==> src/rtl/pcpi_div_pkg.sv <==
// ---------------------------------------------------------------------------
// pcpi_div_pkg
// Shared definitions for the PCPI radix divider:
//   - FSM state encoding (IDLE, SETUP, RUN, DONE)
//   - RV32M/RV64M decode constants (opcode, funct7, funct3 for DIV/DIVU/REM/REMU)
//   - operation kind enum and small helpers to classify it
// ---------------------------------------------------------------------------
package pcpi_div_pkg;

  typedef enum logic [1:0] {
    S_IDLE  = 2'd0,
    S_SETUP = 2'd1,
    S_RUN   = 2'd2,
    S_DONE  = 2'd3
  } div_state_e;

  localparam logic [6:0] OPCODE_OP     = 7'b0110011;
  localparam logic [6:0] FUNCT7_MULDIV = 7'b0000001;

  localparam logic [2:0] F3_DIV  = 3'b100;
  localparam logic [2:0] F3_DIVU = 3'b101;
  localparam logic [2:0] F3_REM  = 3'b110;
  localparam logic [2:0] F3_REMU = 3'b111;

  // Signed/unsigned x quotient/remainder.
  typedef enum logic [1:0] {
    OP_DIV  = 2'd0,
    OP_DIVU = 2'd1,
    OP_REM  = 2'd2,
    OP_REMU = 2'd3
  } div_op_e;

  function automatic logic op_is_signed(input div_op_e op);
    return (op == OP_DIV) || (op == OP_REM);
  endfunction

  function automatic logic op_is_rem(input div_op_e op);
    return (op == OP_REM) || (op == OP_REMU);
  endfunction

endpackage

==> src/rtl/pcpi_div_step.sv <==
// ---------------------------------------------------------------------------
// pcpi_div_step
// Combinational block of BITS_PER_CYCLE chained restoring-division steps.
// Each step compares the (left-aligned, right-shifting) divisor with the
// partial remainder, subtracts when divisor <= remainder and sets the
// quotient bit selected by the one-hot mask; divisor and mask then shift
// right by one.
// Ports:
//   rem_in/rem_out  XLEN       partial remainder
//   div_in/div_out  2*XLEN-1   shifted divisor
//   quo_in/quo_out  XLEN       quotient accumulated so far
//   msk_in/msk_out  XLEN       one-hot mask of the next quotient bit
// ---------------------------------------------------------------------------
module pcpi_div_step
  import pcpi_div_pkg::*;
#(
  parameter int XLEN           = 32,
  parameter int BITS_PER_CYCLE = 1
) (
  input  logic [XLEN-1:0]   rem_in,
  input  logic [2*XLEN-2:0] div_in,
  input  logic [XLEN-1:0]   quo_in,
  input  logic [XLEN-1:0]   msk_in,
  output logic [XLEN-1:0]   rem_out,
  output logic [2*XLEN-2:0] div_out,
  output logic [XLEN-1:0]   quo_out,
  output logic [XLEN-1:0]   msk_out
);

  logic [XLEN-1:0]   rem_v;
  logic [2*XLEN-2:0] div_v;
  logic [XLEN-1:0]   quo_v;
  logic [XLEN-1:0]   msk_v;

  always_comb begin
    // NOTE: every variable gets a value before the loop so no latch is
    // inferred; blocking assignments here are what chain one stage's result
    // into the next stage within the same cycle.
    rem_v = rem_in;
    div_v = div_in;
    quo_v = quo_in;
    msk_v = msk_in;
    for (int i = 0; i < BITS_PER_CYCLE; i++) begin
      if (div_v <= {{(XLEN-1){1'b0}}, rem_v}) begin
        // divisor <= remainder implies its upper bits are zero
        rem_v = rem_v - div_v[XLEN-1:0];
        quo_v = quo_v | msk_v;
      end
      div_v = div_v >> 1;
      msk_v = msk_v >> 1;
    end
    rem_out = rem_v;
    div_out = div_v;
    quo_out = quo_v;
    msk_out = msk_v;
  end

endmodule

==> src/rtl/pcpi_div_radix.sv <==
// ---------------------------------------------------------------------------
// pcpi_div_radix
// PCPI co-processor for RISC-V DIV/DIVU/REM/REMU with configurable width
// (XLEN = 32 or 64) and radix (BITS_PER_CYCLE = 1, 2 or 4 quotient bits per
// RUN cycle). Divide-by-zero and signed overflow complete in 2 cycles.
// The operation is abandoned if pcpi_valid drops during SETUP or RUN.
//
// Optional feature: define PCPI_DIV_REM_CACHE_EN to keep the last completed
// result (rs1, rs2, signedness, unsigned quotient and remainder); a matching
// request then completes from SETUP in 2 cycles (e.g. DIV then REM).
//
// Ports:
//   clk         clock, rising edge
//   resetn      synchronous active-low reset
//   pcpi_valid  core request, held with stable insn/rs1/rs2 until ready
//   pcpi_insn   32-bit instruction word
//   pcpi_rs1    dividend (XLEN)
//   pcpi_rs2    divisor (XLEN)
//   pcpi_wr     write-back strobe, high together with pcpi_ready
//   pcpi_rd     result (XLEN), zero whenever pcpi_ready is low
//   pcpi_wait   instruction claimed; high from SETUP through DONE
//   pcpi_ready  single-cycle completion pulse
// ---------------------------------------------------------------------------
module pcpi_div_radix
  import pcpi_div_pkg::*;
#(
  parameter int XLEN           = 32,
  parameter int BITS_PER_CYCLE = 1
) (
  input  logic            clk,
  input  logic            resetn,
  input  logic            pcpi_valid,
  input  logic [31:0]     pcpi_insn,
  input  logic [XLEN-1:0] pcpi_rs1,
  input  logic [XLEN-1:0] pcpi_rs2,
  output logic            pcpi_wr,
  output logic [XLEN-1:0] pcpi_rd,
  output logic            pcpi_wait,
  output logic            pcpi_ready
);

  localparam int DW    = 2 * XLEN - 1;
  localparam int STEPS = XLEN / BITS_PER_CYCLE;
  localparam int CW    = $clog2(STEPS + 1);

  localparam logic [XLEN-1:0] INT_MIN = {1'b1, {(XLEN-1){1'b0}}};

  div_state_e      state;
  div_op_e         op_kind;
  logic            outsign;
  logic [CW-1:0]   count;
  logic [XLEN-1:0] rem_q;
  logic [DW-1:0]   div_q;
  logic [XLEN-1:0] quo_q;
  logic [XLEN-1:0] msk_q;

  // -------------------------------------------------------------------------
  // Decode (only acted upon in IDLE)
  // -------------------------------------------------------------------------
  logic    insn_match;
  div_op_e insn_kind;

  always_comb begin
    insn_match = 1'b0;
    insn_kind  = OP_DIV;
    if (pcpi_insn[6:0] == OPCODE_OP && pcpi_insn[31:25] == FUNCT7_MULDIV) begin
      case (pcpi_insn[14:12])
        F3_DIV:  begin insn_match = 1'b1; insn_kind = OP_DIV;  end
        F3_DIVU: begin insn_match = 1'b1; insn_kind = OP_DIVU; end
        F3_REM:  begin insn_match = 1'b1; insn_kind = OP_REM;  end
        F3_REMU: begin insn_match = 1'b1; insn_kind = OP_REMU; end
        default: ;
      endcase
    end
  end

  // Register-specifier fields are irrelevant to the divider.
  logic unused_insn_bits;
  assign unused_insn_bits = ^{pcpi_insn[24:15], pcpi_insn[11:7]};

  // -------------------------------------------------------------------------
  // SETUP-cycle operand conditioning
  // -------------------------------------------------------------------------
  logic            op_signed;
  logic            rs1_neg;
  logic            rs2_neg;
  logic [XLEN-1:0] abs_rs1;
  logic [XLEN-1:0] abs_rs2;
  logic            setup_outsign;
  logic            div_zero;
  logic            sgn_ovf;

  assign op_signed = op_is_signed(op_kind);
  assign rs1_neg   = op_signed & pcpi_rs1[XLEN-1];
  assign rs2_neg   = op_signed & pcpi_rs2[XLEN-1];
  assign abs_rs1   = rs1_neg ? -pcpi_rs1 : pcpi_rs1;
  assign abs_rs2   = rs2_neg ? -pcpi_rs2 : pcpi_rs2;
  // Remainder takes the dividend's sign, quotient the xor of both signs.
  assign setup_outsign = op_is_rem(op_kind) ? rs1_neg : (rs1_neg ^ rs2_neg);
  assign div_zero  = (pcpi_rs2 == '0);
  assign sgn_ovf   = op_signed && (pcpi_rs1 == INT_MIN) && (pcpi_rs2 == '1);

  // Select quotient or remainder and apply the output sign.
  function automatic logic [XLEN-1:0] fmt_result(
    input div_op_e         op,
    input logic            neg,
    input logic [XLEN-1:0] q,
    input logic [XLEN-1:0] r
  );
    logic [XLEN-1:0] pick;
    pick = op_is_rem(op) ? r : q;
    return neg ? -pick : pick;
  endfunction

  // -------------------------------------------------------------------------
  // Restoring step datapath
  // -------------------------------------------------------------------------
  logic [XLEN-1:0] rem_nxt;
  logic [DW-1:0]   div_nxt;
  logic [XLEN-1:0] quo_nxt;
  logic [XLEN-1:0] msk_nxt;

  pcpi_div_step #(
    .XLEN           (XLEN),
    .BITS_PER_CYCLE (BITS_PER_CYCLE)
  ) u_step (
    .rem_in  (rem_q),
    .div_in  (div_q),
    .quo_in  (quo_q),
    .msk_in  (msk_q),
    .rem_out (rem_nxt),
    .div_out (div_nxt),
    .quo_out (quo_nxt),
    .msk_out (msk_nxt)
  );

  // Last RUN cycle of a request that is still being held by the core.
  logic run_last;
  assign run_last = (state == S_RUN) && pcpi_valid && (count == CW'(1));

  // -------------------------------------------------------------------------
  // Result cache
  // -------------------------------------------------------------------------
`ifdef PCPI_DIV_REM_CACHE_EN
  logic            cache_valid;
  logic [XLEN-1:0] cache_rs1;
  logic [XLEN-1:0] cache_rs2;
  logic            cache_signed;
  logic [XLEN-1:0] cache_quo;
  logic [XLEN-1:0] cache_rem;
  logic            cache_hit;

  assign cache_hit = cache_valid && (cache_rs1 == pcpi_rs1) &&
                     (cache_rs2 == pcpi_rs2) && (cache_signed == op_signed);

  always_ff @(posedge clk) begin
    if (!resetn) begin
      cache_valid <= 1'b0;
    end else if (run_last) begin
      cache_valid <= 1'b1;
    end
  end

  // NOTE: the cache payload is deliberately left out of reset; cache_valid
  // alone gates its use, so resetting the wide data registers buys nothing.
  always_ff @(posedge clk) begin
    if (run_last) begin
      cache_rs1    <= pcpi_rs1;
      cache_rs2    <= pcpi_rs2;
      cache_signed <= op_signed;
      cache_quo    <= quo_nxt;
      cache_rem    <= rem_nxt;
    end
  end
`endif

  // -------------------------------------------------------------------------
  // Control FSM with registered PCPI outputs
  // -------------------------------------------------------------------------
  // NOTE: sequential state uses non-blocking assignments only, so every
  // register here samples the pre-edge value of every other register.
  always_ff @(posedge clk) begin
    if (!resetn) begin
      state      <= S_IDLE;
      op_kind    <= OP_DIV;
      outsign    <= 1'b0;
      count      <= '0;
      rem_q      <= '0;
      div_q      <= '0;
      quo_q      <= '0;
      msk_q      <= '0;
      pcpi_wait  <= 1'b0;
      pcpi_ready <= 1'b0;
      pcpi_wr    <= 1'b0;
      pcpi_rd    <= '0;
    end else begin
      // Completion outputs are single-cycle pulses unless re-asserted below.
      pcpi_ready <= 1'b0;
      pcpi_wr    <= 1'b0;
      pcpi_rd    <= '0;

      case (state)
        S_IDLE: begin
          if (pcpi_valid && insn_match) begin
            op_kind   <= insn_kind;
            pcpi_wait <= 1'b1;
            state     <= S_SETUP;
          end
        end

        S_SETUP: begin
          if (!pcpi_valid) begin
            pcpi_wait <= 1'b0;
            state     <= S_IDLE;
          end else begin
            outsign <= setup_outsign;
            if (div_zero) begin
              // quotient all-ones, remainder is the raw dividend
              pcpi_rd    <= op_is_rem(op_kind) ? pcpi_rs1 : '1;
              pcpi_ready <= 1'b1;
              pcpi_wr    <= 1'b1;
              state      <= S_DONE;
            end else if (sgn_ovf) begin
              // quotient wraps to the dividend, remainder is zero
              pcpi_rd    <= op_is_rem(op_kind) ? '0 : pcpi_rs1;
              pcpi_ready <= 1'b1;
              pcpi_wr    <= 1'b1;
              state      <= S_DONE;
`ifdef PCPI_DIV_REM_CACHE_EN
            end else if (cache_hit) begin
              pcpi_rd    <= fmt_result(op_kind, setup_outsign, cache_quo, cache_rem);
              pcpi_ready <= 1'b1;
              pcpi_wr    <= 1'b1;
              state      <= S_DONE;
`endif
            end else begin
              // Divisor starts aligned so its LSB sits under the dividend MSB.
              rem_q <= abs_rs1;
              div_q <= {abs_rs2, {(XLEN-1){1'b0}}};
              quo_q <= '0;
              msk_q <= {1'b1, {(XLEN-1){1'b0}}};
              count <= CW'(STEPS);
              state <= S_RUN;
            end
          end
        end

        S_RUN: begin
          if (!pcpi_valid) begin
            pcpi_wait <= 1'b0;
            state     <= S_IDLE;
          end else begin
            rem_q <= rem_nxt;
            div_q <= div_nxt;
            quo_q <= quo_nxt;
            msk_q <= msk_nxt;
            count <= count - CW'(1);
            if (run_last) begin
              pcpi_rd    <= fmt_result(op_kind, outsign, quo_nxt, rem_nxt);
              pcpi_ready <= 1'b1;
              pcpi_wr    <= 1'b1;
              state      <= S_DONE;
            end
          end
        end

        S_DONE: begin
          // No decode here even if pcpi_valid is still high.
          pcpi_wait <= 1'b0;
          state     <= S_IDLE;
        end

        default: begin
          pcpi_wait <= 1'b0;
          state     <= S_IDLE;
        end
      endcase
    end
  end

endmodule

==> config.mk <==
export PLATFORM = sky130hd
export DESIGN_NAME = pcpi_div_radix
export DESIGN_NICKNAME = d
export VERILOG_FILES = /design/src/rtl/pcpi_div_pkg.sv /design/src/rtl/pcpi_div_step.sv /design/src/rtl/pcpi_div_radix.sv
export SDC_FILE = /design/constraint.sdc
export NUM_CORES = 1
export LEC_CHECK = 0
export CAP_MARGIN = 25
export CORE_ASPECT_RATIO = 1.1
export CORE_MARGIN = 2
export CORE_UTILIZATION = 34
export CTS_BUF_LIST = sky130_fd_sc_hd__clkbuf_16
export DETAILED_ROUTE_END_ITERATION = 16
export GPL_TIMING_DRIVEN = 0
export PLACE_DENSITY = 0.58
export SYNTH_ARGS = -nofsm -noshare
export SYNTH_HDL_FRONTEND = slang
export SYNTH_HIERARCHICAL = 1
export SYNTH_SLANG_ARGS = --single-unit
==> constraint.sdc <==
create_clock -name clk -period 4.1 [get_ports clk]
set_clock_uncertainty 0.2 [all_clocks]
set_input_delay 0.41 -clock clk [delete_from_list [all_inputs] [get_ports clk]]
set_output_delay 0.41 -clock clk [all_outputs]
set_load 0.01 [all_outputs]
---- Word level (Yosys, flattened, before mapping) ----
Index checks and enable logic that the tools add are counted.
word-level totals
  flip-flop bits (word level) ............. 204
  input port bits ......................... 99
  output and inout port bits .............. 35
operators by class
  $add $sub $neg .......................... 5
  magnitude comparators ................... 1
  equality and inequality tests ........... 21
  mux-type cells .......................... 60
  bitwise gates (word level) .............. 4
  reductions and logical operators ........ 19
operators by type and width
  operator                                                         count
  32-bit 2-to-1 mux                                                25
  32-bit case mux with 2 select lines                              4
  63-bit 2-to-1 mux                                                4
  63-bit case mux with 2 select lines                              1
  32-bit negation                                                  3
  32-bit == test, second input constant                            2
  63-bit by 32-bit <= comparator with 1-bit output                 1
  32-bit logical NOT                                               1
  32-bit OR                                                        1
  32-bit subtractor                                                1
  6-bit 2-to-1 mux                                                 4
  3-bit == test, second input constant                             4
  1-bit 2-to-1 mux                                                 12
  2-bit != test, second input constant                             6
  6-bit case mux with 2 select lines                               1
  2-bit 2-to-1 mux                                                 5
  2-bit == test, second input constant                             4
  2-bit case mux with 4 select lines                               1
  2-bit AND reduction                                              4
  7-bit by 1-bit == test with 1-bit output, second input constant  1
  7-bit by 6-bit == test with 1-bit output, second input constant  1
  6-bit by 1-bit == test with 1-bit output, second input constant  1
  1-bit logical AND                                                6
  2-bit case mux with 3 select lines                               1
  13 further kinds                                                 16

---- Depth between registers and ports, before layout ----
  depth in word-level cells ............... 8
  gate-level depth with buffers ........... 21

---- Cells and area by module ----
Netlist, hierarchy kept.
by module, submodules not included
  module          instances  cells an instance  area an instance (µm²)
  pcpi_div_radix  1          1,207              10,281.1
  pcpi_div_step   1          555                4,038.9

---- Worst setup path before layout ----
No wires, ideal clock.
  kind .................................... reg-to-reg
  from .................................... reg rem_q[27]
  to ...................................... reg pcpi_rd[31]
  setup time .............................. 0.127 ns
  arrival time ............................ 3.866 ns
  required time ........................... 3.773 ns
  path slack .............................. -0.093 ns
  cell stages (with the launch flop) ...... 19
  cells stage by stage .................... dfxtp_1 -> inv_1 -> ha_1 -> a21o_1 -> a2111oi_2 -> nor2_1 -> o31ai_1 -> nand2b_1 -> a211oi_1 -> buf_4 -> buf_6 -> mux2i_1 -> nor3b_1 -> o221ai_1 -> nor4_1 -> nand2_1 -> o41ai_1 -> xnor2_1 -> o21ai_0
between the ends
  word-level cells in the longest chain between the ends .. 8
  elaborated cells on any way between the ends .. 10
RTL lines
  what                                              RTL line               source
  start: declaration                                pcpi_div_radix.sv:52   logic [XLEN-1:0] rem_q;
  start signal: assignment                          pcpi_div_radix.sv:238  rem_q <= abs_rs1;
  start signal: assignment                          pcpi_div_radix.sv:253  rem_q <= rem_nxt;
  63-bit by 32-bit <= comparator with 1-bit output  pcpi_div_step.sv:44    if (div_v <= {{(XLEN-1){1'b0}}, rem_v}) begin
  32-bit 2-to-1 mux                                 pcpi_div_step.sv:44
  via rem_nxt[2]                                    pcpi_div_radix.sv:118  logic [XLEN-1:0] rem_nxt;
  32-bit 2-to-1 mux                                 pcpi_div_radix.sv:111  pick = op_is_rem(op) ? r : q;
  32-bit negation                                   pcpi_div_radix.sv:112  return neg ? -pick : pick;
  32-bit 2-to-1 mux                                 pcpi_div_radix.sv:112
  32-bit 2-to-1 mux                                 pcpi_div_radix.sv:258  if (run_last) begin
  32-bit 2-to-1 mux                                 pcpi_div_radix.sv:249  if (!pcpi_valid) begin
  32-bit case mux with 2 select lines               pcpi_div_radix.sv:202  case (state)
  end signal: assignment                            pcpi_div_radix.sv:219  pcpi_rd <= op_is_rem(op_kind) ? pcpi_rs1 : '1;
  end signal: assignment                            pcpi_div_radix.sv:225  pcpi_rd <= op_is_rem(op_kind) ? '0 : pcpi_rs1;
  end signal: assignment                            pcpi_div_radix.sv:259  pcpi_rd <= fmt_result(op_kind, outsign, quo_nxt, rem_nxt);
  end: declaration                                  pcpi_div_radix.sv:37   output logic [XLEN-1:0] pcpi_rd,
The timed path passes the listed nets, and every way through them passes these cells.
A chain may end at the register's enable or synchronous reset.

---- Final worst setup path ----
  from .................................... reg rem_q[5]
  to ...................................... reg pcpi_rd[31]
between the ends
  word-level cells in the longest chain between the ends .. 8
  elaborated cells on any way between the ends .. 10
RTL lines
  what                                                                                          RTL line
  63-bit by 32-bit <= comparator with 1-bit output / 32-bit subtractor (equally long branches)  pcpi_div_step.sv:44, pcpi_div_step.sv:46
  32-bit 2-to-1 mux (*)                                                                         pcpi_div_step.sv:44
  via rem_nxt[21]                                                                               pcpi_div_radix.sv:118
  32-bit 2-to-1 mux (*)                                                                         pcpi_div_radix.sv:111
  32-bit negation (*)                                                                           pcpi_div_radix.sv:112
  32-bit 2-to-1 mux (*)                                                                         pcpi_div_radix.sv:112
  32-bit 2-to-1 mux (*)                                                                         pcpi_div_radix.sv:258
  32-bit 2-to-1 mux (*)                                                                         pcpi_div_radix.sv:249
  32-bit case mux with 2 select lines (*)                                                       pcpi_div_radix.sv:202
The timed path passes the listed nets; every way through them passes the cells marked *.

==> results by stage <==
CTS:
- Clock tree synthesis inserted a total of 25 buffers.
- In this run the number of H-tree levels came out at 1.
- No sink is reached through more buffers than the 3 on the longest clock path.
- After clock tree synthesis, the clock-pin slew on the worst setup and hold paths is 0.06 ns.
- The clock insertion delay at the later pin of the skew report is 0.55 ns.
- The CTS sink count is 204.
- TritonCTS built the clock tree.
- The CTS root buffer is clkbuf_16.

Cells and area:
- The final core utilization is a little under half.
- Once layout is complete, the cells apart from fillers number approximately 2.5k.
- The library cell used most frequently in the layout, excluding fill and tap cells, is dfxtp_1.
- In the final design database the tool counted 2137 nets.
- In the layout the commonest cells are dfxtp_1 (169), buf_4 (162), o21ai_0 (128), nand2_1 (127), clkdlybuf4s50_1 (114).
- Relative to the synthesized area, the layout overhead comes to 31.59%.
- In the final layout, the share of cells above drive strength 1 is 24.19%.
- The area of all placed cells without fillers is ~0.019 mm2.

Synthesis:
- In this run, distinct cell masters in the synthesized netlist total between 80 and 90.
- The sequential area share after synthesis is 28.52%.
- A synthesized cell averages 8.127 um2.
- Counting flops and latches in the post-synthesis netlist gives 204.
- The netlist area before placement is 0.01432 mm2.
- The number of instances in the synthesized netlist is approximately 1.8k.
- The number of flops mapped to enable cells by yosys is 0.
- Yosys printed 6 warnings.
- For this run, the leading register cell type out of synthesis is dfxtp_1.
- The async set-reset flop share out of synthesis is 0%.

Detailed routing:
- The routed wire length is 52660 um.
- The first-pass iteration count of the detailed router is 5.
- Using the TritonRoute via totals, the vias-per-cell ratio works out to between 5 and 6.
- The detail route stage leaves a number of antenna-violating nets equal to 0.
- The wire length per cell after detailed routing is 20.71 um.
- The first routing iteration left 1030 violations.
- The routed via count is between 10k and 15k.
- For this run, design rule violations remaining after detail routing come to 0.

Worst setup path:
- The most frequent cell on the critical path is buf_12.
- The critical path's slowest cell is or3b_4.
- The launching element type of the critical path is a flop.
- The sum of buffers and inverters on the critical path is 4.
- The biggest fanout along the worst timing path is 8.
- The top cell family by delay on the critical path is compound AO/OA/AOI/OAI gates.
- Walking the worst path, the cells encountered are inv_2 > ha_4 > nand4_1 > a21oi_1 > o311ai_2 > a31oi_1 > o31ai_1 > nand2b_1 > a211oi_2 > buf_6 > buf_12 > buf_12 > mux2i_2 > nor3b_2 > o22ai_2 > or3b_4 > o41ai_4 > xnor2_1 > o21ai_2.
- The kind of critical path is flop to flop.
- STA puts the critical path data arrival time at between 4 and 5 ns.
- The critical path capture point type is a flop.
- The required time of the critical path is around 4.3 ns.
- In this design, the stage delay of the slowest critical-path cell is 0.47 ns.

Global routing:
- For this run, global-route usage on met2 was measured as 38.90%.
- The wire length of the first global-routing pass is roughly 80000 um.
- Entering global routing, the biggest net connects 14 pins.
- The met1 layer usage reported by global route is 29.86%.
- Across every metal layer, demand over resource in global routing totals 23.63%.
- The layer with the highest usage is met2.
- The via count of the first global-routing pass is 13.67k.
- The total overflow left after global routing is 0.
- The global-route track usage on met3 is 4.149%.
- The number of antenna violations at the first check in global routing is 3.

Pwr:
- Power spread over the standard cell area amounts to 248.7 mW/mm2.
- Summed over all cells, the static leakage comes to 7.590 nW.
- The fraction of power consumed by combinational cells is roughly 8.2%.
- The net switching power is 1.126 mW.
- The total power draw is 4.686 mW.
- Net switching is 24.03% of the power.
- The internal portion of the total power is 3.560 mW.
- The clock network fraction of total power is 49.6%.
- The portion of total power attributed to sequential cells is 42.2%.
- IR analysis of the VDD net gives a maximum drop of 0.2599 mV.

Hold path:
- The min-delay analysis places its worst path in the category input port to flop.

Floorplan:
- The floorplan step defined a core boundary enclosing 0.04138 mm2.
- The die footprint is about 0.044 mm2.
- The die width is approximately 200 um.
- For this configuration, the core starts out at a cell density of approximately a third.
- The vertical extent of the die is 219.2 um.
- The count of standard-cell rows is 78.
- During I/O placement, the number of pins put on the boundary was 134.

STA:
- Setup repair after global routing could not meet its margin everywhere.
- The setup TNS after final layout is -5.166 ns.
- In the finished design, the share of the clock period the worst path needs comes to 109.4%.
- The max-slew violation count is 0.
- The setup slack of the critical path after layout is -0.3836 ns.
- The achievable clock frequency is ~220 MHz.
- At the pin with the least slew margin, the transition time is 1.037 ns.
- The final critical delay including setup and external delays is 4.484 ns.
- Setup violations remaining at the end of the flow were counted as 27.
- The number of hold violations in the final report was 0.
- Headroom to the max-slew limit came out at 30.22%.

Run:
- The max-cap check violation count is 0.

Place:
- The placement-stage cell area is 0.01618 mm2.
- After detailed placement, the design holds a cell count of between 2k and 2.5k.
- After legalization and detailed placement, the total HPWL measured 39980 um.
- The final weighted congestion of routability-driven global placement is around 0.95.
- The count of port buffers added during placement is 114.

Run status:
- The run finished, with violations left.
- The final reports fail on setup timing.
-- cell type report --
cell class,instances,area (um2)
antenna,3,7.507
buffer,204,1384
clock buffer,25,625.6
clock inverter,18,215.2
fill,4094,22540
inverter,87,331.6
multi-input combinational,1261,9719
sequential,204,4148
tap,560,700.7
timing repair buffer,181,1713
-- power by group through the flow --
| stage | combinational, mW | clock (mW) | sequential [mW] |
|---|---|---|---|
| finish | 0.386 | 2.32 | 1.98 |
| global route | 0.413 | 2.46 | 1.98 |
| CTS | 0.376 | 2.37 | 1.98 |
| detailed placement | 0.358 | 0 | 2.03 |
| global placement | 0.358 | 0 | 2.03 |
| floorplan | 0.174 | 0 | 2.03 |
-- logic make-up (layout without fill, tap and decap cells) --
| kind of cell | Yosys count | count (layout) | synth area share (%) |
|---|---|---|---|
| other | 1 | 5 | 0.02619 |
| DFF | 204 | 204 | 28.52 |
| xor gates and xnor gates | 115 | 115 | 7.034 |
| muxes | 68 | 68 | 4.806 |
| and+or+nand+nor | 439 | 439 | 15.26 |
| AOI/OAI and AO/OA | 563 | 563 | 26.31 |
| adders and majority gates | 74 | 74 | 6.518 |
| buffers and inverters | 298 | 515 | 11.52 |
-- what timing repair did --
action | in CTS | in global routing
gates cloned | 1 | 1
pin swaps | 63 | 34
endpoints found under the setup margin | 44 | 31
hold buffers | 0 | 0
resized for setup | 238 | 83
setup buffers | 52 | 14
-- synthesized netlist by cell type (38+ instances only) --
cell / n / area (um2)
dfxtp_1: 204 / 4084
o21ai_0: 163 / 815.8
nand2_1: 134 / 503.0
a21oi_1: 118 / 590.6
buf_4: 106 / 795.8
a22o_1: 94 / 823.3
nor2_1: 87 / 326.6
inv_1: 86 / 322.8
ha_1: 73 / 913.4
xnor2_1: 71 / 621.9
mux2i_1: 62 / 620.6
clkbuf_1: 61 / 229.0
a21o_1: 49 / 367.9
nand3_1: 47 / 235.2
xor2_1: 44 / 385.4
nor3_1: 38 / 190.2
-- metal layers --
layer  vias up  part of all wire (%)
met1      6736                    42
met3       120                   7.0
li1       6666                     -
met5         -                     0
met4         0                   4.6
met2       540                    47
-- worst reg2reg max path: cells and delay by family, from the launching register on --
kind	cells	cell delay, ns
AOI/OAI and AO/OA	8	1.63
xor gates and xnor gates	1	0.18
adders and majority gates	1	0.25
buffers and inverters	4	0.53
DFF	1	0.37
muxes	1	0.15
and+or+nand+nor	4	1.00
-- path summary, 6_finish.rpt --
| kind | from | cells after the start | to | slack (ns) |
|---|---|---|---|---|
| min reg2reg | div_q[35]$_SDFFE_PN0P_ | 2 | div_q[35]$_SDFFE_PN0P_ | 0.26 |
| max reg2reg | rem_q[5]$_SDFFE_PN0P_ | 19 | pcpi_rd[31]$_SDFF_PN0_ | -0.38 |
| max | rem_q[5]$_SDFFE_PN0P_ | 19 | pcpi_rd[31]$_SDFF_PN0_ | -0.38 |
| min | pcpi_valid | 3 | state[0]$_SDFFE_PN0P_ | 0.11 |
-- state kept, by name (all words and copies together), names as in the netlist --
signal,flops
div_q,63
msk_q,32
pcpi_rd,32
quo_q,32
rem_q,32
count,6
op_kind,2
state,2
outsign,1
pcpi_ready,1
pcpi_wait,1
-- stage by stage --
| stage | hold WS, ns | setup slack, ns |
|---|---|---|
| 6_report | 0.1128 | -0.3836 |
| 5_1_grt | 0.1398 | -0.4392 |
| 4_1_cts | 0.09110 | -0.2487 |
| 3_5_place_dp | 0.2577 | -1.400 |
| 3_3_place_gp | 0.2551 | -1.399 |
| 2_1_floorplan | 0.2432 | 0.01468 |
Note: power is estimated with default switching activity, not from simulation.
